**config.mk**
```make
export PLATFORM = sky130hd
export DESIGN_NAME = sevseg_scan_ctrl
export DESIGN_NICKNAME = d
export VERILOG_FILES = /design/src/rtl/sevseg_scan_ctrl.sv
export SDC_FILE = /design/constraint.sdc
export NUM_CORES = 1
export LEC_CHECK = 0
export BUFFER_PORTS_ARGS = -buffer_cell sky130_fd_sc_hd__buf_4
export CORE_UTILIZATION = 57
export CTS_CLUSTER_SIZE = 28
export DETAILED_ROUTE_END_ITERATION = 8
export PLACE_DENSITY = 0.78
export SLEW_MARGIN = 20
export SYNTH_ARGS = -nofsm -noshare
export SYNTH_HDL_FRONTEND = slang
export SYNTH_SLANG_ARGS = --single-unit
```
**constraint.sdc**
```tcl
create_clock -name clk_i -period 4.08 [get_ports clk_i]
set_input_delay 0.816 -clock clk_i [delete_from_list [all_inputs] [get_ports clk_i]]
set_output_delay 0.816 -clock clk_i [all_outputs]
set_load 0.1 [all_outputs]
```
**src/rtl/sevseg_scan_ctrl.sv**
```systemverilog
// Time-multiplexed scan controller for a 4-digit common-anode seven-segment display.
// A blanking gap opens each digit slot, and a double-buffered value is committed only at frame boundaries.
module sevseg_scan_ctrl #(
    parameter int TICK_DIV  = 100000,
    parameter int BLANK_CYC = 16
) (
    input  logic        clk_i,
    input  logic        reset_i,
    input  logic [15:0] value_in_i,
    input  logic        load_i,
    input  logic        lz_en_i,
    input  logic [3:0]  dp_in_i,
    input  logic [3:0]  en_i,
    output logic [3:0]  x_o,
    output logic [3:0]  an_o,
    output logic        dp_o,
    output logic [1:0]  digit_sel_o,
    output logic        pending_o,
    output logic        frame_start_o
);

    localparam int CW = (TICK_DIV > 1) ? $clog2(TICK_DIV) : 1;
    localparam logic [CW-1:0] LAST_CNT  = CW'(TICK_DIV - 1);
    localparam logic [CW-1:0] BLANK_END = CW'(BLANK_CYC - 1);

    typedef enum logic {
        BLANK,
        SHOW
    } state_t;

    state_t      state_q, state_d;
    logic [CW-1:0] cnt_q, cnt_d;
    logic [1:0]  digit_q, digit_d;
    logic [15:0] active_q, active_d;
    logic [15:0] shadow_q, shadow_d;
    logic        pending_q, pending_d;
    logic        frame_q, frame_d;
    logic [3:0]  x_q, x_d;
    logic [3:0]  an_q, an_d;
    logic        dp_q, dp_d;
    logic        wrap;
    logic        suppressed;

    always_ff @(posedge clk_i or posedge reset_i) begin
        if (reset_i) begin
            state_q   <= BLANK;
            cnt_q     <= '0;
            digit_q   <= 2'd0;
            active_q  <= 16'h0000;
            shadow_q  <= 16'h0000;
            pending_q <= 1'b0;
            frame_q   <= 1'b0;
            x_q       <= 4'h0;
            an_q      <= 4'hF;
            dp_q      <= 1'b1;
        end else begin
            state_q   <= state_d;
            cnt_q     <= cnt_d;
            digit_q   <= digit_d;
            active_q  <= active_d;
            shadow_q  <= shadow_d;
            pending_q <= pending_d;
            frame_q   <= frame_d;
            x_q       <= x_d;
            an_q      <= an_d;
            dp_q      <= dp_d;
        end
    end

    // Slot sequencing plus the shadow/active handshake; a load on the wrap edge bypasses the shadow.
    always_comb begin
        state_d   = state_q;
        cnt_d     = cnt_q + CW'(1);
        digit_d   = digit_q;
        active_d  = active_q;
        shadow_d  = shadow_q;
        pending_d = pending_q;
        wrap      = 1'b0;

        case (state_q)
            BLANK: begin
                if (cnt_q == BLANK_END) begin
                    state_d = SHOW;
                end
            end
            SHOW: begin
                if (cnt_q == LAST_CNT) begin
                    cnt_d   = '0;
                    digit_d = digit_q + 2'd1;
                    state_d = BLANK;
                    wrap    = (digit_q == 2'd3);
                end
            end
            default: state_d = BLANK;
        endcase

        if (load_i) begin
            shadow_d  = value_in_i;
            pending_d = 1'b1;
        end

        if (wrap) begin
            if (load_i) begin
                active_d = value_in_i;
            end else if (pending_q) begin
                active_d = shadow_q;
            end
            pending_d = 1'b0;
        end

        frame_d = wrap;
    end

    // Outputs are computed from the next state so the registered values line up with the slot they describe.
    always_comb begin
        x_d        = 4'h0;
        suppressed = 1'b0;
        an_d       = 4'hF;
        dp_d       = 1'b1;

        case (digit_d)
            2'd0: x_d = active_d[3:0];
            2'd1: x_d = active_d[7:4];
            2'd2: x_d = active_d[11:8];
            default: x_d = active_d[15:12];
        endcase

        case (digit_d)
            2'd3: suppressed = lz_en_i && (active_d[15:12] == 4'h0);
            2'd2: suppressed = lz_en_i && (active_d[15:8] == 8'h00);
            2'd1: suppressed = lz_en_i && (active_d[15:4] == 12'h000);
            default: suppressed = 1'b0;
        endcase

        if ((state_d == SHOW) && en_i[digit_d] && !suppressed) begin
            an_d[digit_d] = 1'b0;
            dp_d          = ~dp_in_i[digit_d];
        end
    end

    assign x_o           = x_q;
    assign an_o          = an_q;
    assign dp_o          = dp_q;
    assign digit_sel_o   = digit_q;
    assign pending_o     = pending_q;
    assign frame_start_o = frame_q;

endmodule

```
==> results of run 1 <==
## cells by family after synthesis
kind of cell | after synthesis | synth area share (%)
adders and majority gates | 8 | 3.34
and+or+nand+nor | 77 | 14.6
buffers and inverters | 16 | 2.55
DFF | 63 | 52.9
AOI/OAI and AO/OA | 30 | 7.36
xor gates and xnor gates | 15 | 4.39
muxes | 36 | 14.9
## layer usage
metal	global-route usage [%]	vias up	routed length (um)
met4	13.0	0	121
met2	35.7	39	2820
met1	32.7	996	2660
li1	-	975	-
met5	0	-	0
met3	5.01	12	180
## layout by cell type (no fill, tap or decap), types with 6 or more instances in the layout
cell / Yosys / layout
dfrtp_1: 58 / 58
nand2_1: 12 / 12
a21oi_1: 8 / 8
nor2_1: 22 / 22
mux2_2: 19 / 19
inv_1: 7 / 6
xor2_1: 9 / 9
nand3_1: 7 / 7
buf_4: 0 / 41
ha_1: 8 / 8
clkbuf_8: 0 / 10
mux2i_1: 7 / 7
mux2_4: 7 / 7
xnor2_1: 6 / 6
## path summary, 6_finish.rpt
check | start | to | slack, ns | cells after the start
max | cnt_q[11] | an_o[3] | 0.49 | 11
min | cnt_q[0] | cnt_q[0] | 0.48 | 1
max reg2reg | cnt_q[11] | an_o[3] | 0.49 | 11
min reg2reg | cnt_q[0] | cnt_q[0] | 0.48 | 1
max in group asynchronous | reset_i | active_q[5] | 2.77 | 3
min in group asynchronous | reset_i | shadow_q[13] | 0.63 | 2
## power breakdown
group | leakage [nW] | total [mW] | switching, mW | internal [mW]
logic | 0.773 | 0.0821 | 0.0422 | 0.0399
clock network | 0.0981 | 0.536 | 0.241 | 0.295
registers | 0.801 | 0.649 | 0.00649 | 0.643
total | 1.67 | 1.27 | 0.290 | 0.978
## layout make-up
class | count | area share [%]
well taps | 70 | 2.47
inverters | 9 | 0.988
clock buffers | 10 | 3.88
flip-flops and latches | 63 | 44.6
clock inverters | 6 | 1.69
repair buffers | 41 | 8.68
multi-input cells | 166 | 37.6
## sequential cells by signal, summed over array words and instances, names as in the netlist
name           cells
pending_o          1
shadow_q          16
frame_start_o      1
state_q            1
dp_o               1
an_o               4
cnt_q             17
digit_sel_o        2
x_o                4
active_q          16
==> summary.md, run 1 <==
| Metric | Value |
|---|---|
| Hpwl dp | between 4000 and 5000 um |
| Worst Tran Pin Value | roughly 0.84 ns |
| Starting Density | around three fifths |
| Worst Setup End Kind | flip-flop |
| Fin Hold WS | between 0.4 and 0.5 ns |
| Register area | between 1500 and 2000 um2 |
| Pleak | 1.67 nW |
| Vias | around 2,000 |
| Slew Limit Fails | 0 |
| Place WS | around 0.54 ns |
| Skew-Pair Late Insertion Delay | between 0.3 and 0.4 ns |
| Top-count cell post-synth | dfrtp_1 |
| End-of-flow core utilization | a little over two thirds |
| Avg Cell Area, Syn | around 12 um2 |
| Post-Route Skew | 0.00590 ns |
| Fmax | 279 MHz |
| Clock Path Buffers | 2 |
| CTS root buffer | clkbuf_8 |
| Fraction of registers with async set/reset | 100% |
| Fin cells | ~370 |
| Setup Fix Bufs, Post-CTS | 0 |
| IO Pins | 41 |
| Initial antenna violation count | 0 |
| Slowest Stage Delay on Critical Path | ~0.59 ns |
| Die Width | approximately 74 um |
| Cell area after synthesis | 2990 um2 |
| Fin area | approximately 3500 um2 |
| Primary FF master, synth | dfrtp_1 |
| Via-to-Cell Ratio | roughly 5.5 |
| Detailed Route WL | just under 6000 um |
| Final period utilization | between 80% and 90% |
| Syn_nets | 281 |
| Rel. slew slack | between 40% and 50% |
| Kind of start point of the critical path | flip-flop |
| Synth area leaders | dfrtp_1, mux2_2, dfstp_2, mux2_4, ha_1 |
| Antenna Cells | 0 |
| Leading area contributor after synthesis | dfrtp_1 |
| FILL cells | between 300 and 400 |
| Sum Neg Setup Slack | 0 ns |
| Outcome | finished, final reports clean |
| PostCTS Resize Cnt | 0 |
| Synth top area share | between 40% and 50% |
| Crit path max fanout | 14 |
| Clock slew at reported path FFs | approximately 0.070 ns |
| Seq cells post-synth | between 60 and 70 |
| Layout area overhead | 18.4% |
| Port bufs | 40 |
| Total power | ~1.3 mW |
| Critical path class | flip-flop to flip-flop |
| Final antenna-violating net count | 0 |
| Final nets | between 300 and 400 |
| DRC | 0 |
| CTS buffer count | 9 |
| # rows | 26 |
| CTS tree | built |
| Placed Area | ~3300 um2 |
| CP max stage cell | or4_4 |
| H-tree depth reported by CTS | 3 |
| # clock sinks | 63 |
| Syn. warnings | 0 |
| Final hold vios | 0 |
| Vias in the first global route | between 1,500 and 2,000 |
| WP buf/inv | 1 |
| Core ar. | 5070 um2 |
| DRT iter0 DRCs | 170 |
| Mapped Cells | approximately 250 |
| Delay-heaviest family, CP | simple AND/OR/NAND/NOR gates |
| Share of cells above drive strength 1 | around a third |
| Crit path time final | ~3.6 ns |
| Die ar. | 5550 um2 |
| Sequential fraction of the synthesis area | ~53% |
| Worst vdd ir | approximately 0.30 mV |
| Most frequent cells after synthesis | dfrtp_1, nor2_1, mux2_2 |
| Multi-input gate area | 1340 um2 |
| Grt total ovfl | 0 |
| Critical path required time | 4.34 ns |
| Routed len/inst | approximately 16 um |
| Final setup viols | 0 |
| Pwr Density | roughly 360 nW/um2 |
| RSZ-0062 raised after global routing | false |
| Crit path DAT | around 3.9 ns |
| Placed insts | roughly 350 |
| Hold Path Class | flip-flop to flip-flop |
| Placer congestion estimate | about 0.8 |
| EDFF count, synth | 0 |
| Largest net degree at the start of global routing | 52 |
| First-pass GRT wire length | ~9600 um |
| Chip height | ~74 um |
| Max Cap Viol | 0 |
| Router iterations before antenna repair | 4 |
| Final worst setup slack | about 0.49 ns |
| Netlist cell types | 53 |
| GRT Resource Usage Total | a little under a quarter |
| Worst-path cell chain | or4_4 -> nor3_4 -> and2_2 -> xor2_1 -> inv_1 -> ha_1 -> nand2b_1 -> a2111oi_0 -> a21oi_1 -> o31a_1 -> o21ai_1 |
| Hold-fix buffers, CTS | 0 |
No activity file was read; power rests on OpenSTA's default activity.
==> inputs of run 2 (changes only) <==
==> constraint.sdc (replaced) <==
create_clock -name clk_i -period 3.8 [get_ports clk_i]
set_input_delay 0.76 -clock clk_i [delete_from_list [all_inputs] [get_ports clk_i]]
set_output_delay 0.76 -clock clk_i [all_outputs]
set_load 0.1 [all_outputs]
==> run 2 against run 1 <==
  * Combinational power rose by 7.3%
  * Critical path type unchanged
  * Critical endpoint is now dp_o
  * Largest cell class unchanged
  * Clock-buffer cell count is the same
  * Fmax grew 2.0%
==> summary.md, run 2 (synthesized netlist as in run 1, its figures left out) <==
| Metric | Value |
|---|---|
| Outcome | finished, final reports clean |
| Max reg flops | 17 |
| Starting Density | 59.0% |
| Pwr Density | between 300 and 400 nW/um2 |
| Placer congestion estimate | slightly above 0.8 |
| CTS tree | built |
| Chip height | around 74 um |
| Hpwl dp | 4180 um |
| Final nets | 327 |
| Commonest non-fill, non-tap cell in the layout | dfrtp_1 |
| Clock slew at reported path FFs | ~0.07 ns |
| Final hold vios | 0 |
| Final period utilization | roughly 93% |
| Crit path DAT | ~3.8 ns |
| Worst vdd ir | about 0.29 mV |
| Critical path class | flip-flop to flip-flop |
| Grt total ovfl | 0 |
| Routed len/inst | 16.0 um |
| Critical path required time | around 4.1 ns |
| Skew-Pair Late Insertion Delay | 0.34 ns |
| PostCTS Resize Cnt | 0 |
| Router iterations before antenna repair | 4 |
| H-tree depth reported by CTS | 3 |
| GRT Resource Usage Total | roughly 24% |
| Multi-input gate area | approximately 1300 um2 |
| Share of cells above drive strength 1 | 34.5% |
| Setup Fix Bufs, Post-CTS | 0 |
| Die ar. | approximately 5500 um2 |
| End-of-flow core utilization | between 70% and 80% |
| Die Width | ~74 um |
| Final setup viols | 0 |
| Most frequent cells in the layout | dfrtp_1, buf_4, nor2_1 |
| # rows | 26 |
| Core ar. | 5070 um2 |
| Total power | about 1.4 mW |
| First-pass GRT wire length | 9850 um |
| Kind of start point of the critical path | flip-flop |
| Biggest regs | cnt_q (17), active_q (16), shadow_q (16) |
| Clock Path Buffers | 2 |
| Vias in the first global route | 2,063 |
| Hold Path Class | flip-flop to flip-flop |
| Worst Tran Pin Value | around 0.93 ns |
| Vias | ~2,000 |
| Layout area overhead | 19.1% |
| Largest net degree at the start of global routing | 46 |
| Post-Route Skew | about 0.012 ns |
| Hold-fix buffers, CTS | 0 |
| # clock sinks | 63 |
| Fmax | about 280 MHz |
| Max Cap Viol | 0 |
| DRC | 0 |
| Final antenna-violating net count | 0 |
| Worst Setup End Kind | flip-flop |
| CTS root buffer | clkbuf_8 |
| Detailed Route WL | 5850 um |
| Sum Neg Setup Slack | 0 ns |
| IO Pins | 41 |
| Via-to-Cell Ratio | around 5.6 |
| Place WS | slightly below 0.3 ns |
| Top reg by flops | cnt_q |
| Final worst setup slack | about 0.28 ns |
| DRT iter0 DRCs | 159 |
| FILL cells | slightly below 400 |
| CTS buffer count | 9 |
| Crit path max fanout | 14 |
| Crit path time final | between 3 and 4 ns |
| Pleak | 1.68 nW |
| RSZ-0062 raised after global routing | false |
| Register area | 1580 um2 |
| Initial antenna violation count | 0 |
| Rel. slew slack | about two fifths |
| Slew Limit Fails | 0 |
| Port bufs | 40 |
| Antenna Cells | 0 |
run 2: final timing paths:
path                       depth (start not counted)  slack, ns              to       from
max                                                9       0.28            dp_o  cnt_q[11]
min                                                1       0.49        cnt_q[0]   cnt_q[0]
max reg2reg                                        9       0.28            dp_o  cnt_q[11]
min reg2reg                                        1       0.49        cnt_q[0]   cnt_q[0]
max in group asynchronous                          3       2.37    active_q[13]    reset_i
min in group asynchronous                          2       0.64  digit_sel_o[1]    reset_i
run 2: power breakdown:
group          internal (mW)  switching (mW)  total (mW)
Clock                  0.367           0.263       0.630
Combinational         0.0428          0.0453      0.0881
Sequential             0.690         0.00661       0.696
run 2: worst max-delay path: stages (launching register included):
cell and delay [ns]:
dfrtp_1 0.43, or4_4 0.59, nor3_4 0.29, and2_2 0.39, mux2_2 0.43, ha_1 0.32, a2111oi_0 0.37, a21oi_1 0.13
o31a_1 0.31, o21bai_1 0.18
run 2: cell type report:
| class | instances | area share [%] |
|---|---|---|
| Clock inverter | 6 | 2.39 |
| Sequential cell | 63 | 44.4 |
| Clock buffer | 10 | 3.58 |
| Multi-Input combinational cell | 166 | 37.4 |
| Inverter | 9 | 0.947 |
| Timing Repair Buffer | 42 | 8.84 |
| Tap cell | 70 | 2.46 |
run 2: through the flow:
step	area, um2	std cells	hold slack [ns]
floorplan	2990	245	0.448
global placement	3350	350	0.464
finish	3570	366	0.494
global route	3570	366	0.508
CTS	3570	366	0.498
detailed placement	3350	350	0.485
run 2: per-layer routing:
metal	vias to the layer above	global-route usage, %	part of all wire (%)
li1	972	-	-
met1	1003	32.4	46
met2	50	38.0	48
met3	13	5.15	3.4
met4	0	10.9	2.5
met5	-	0	0
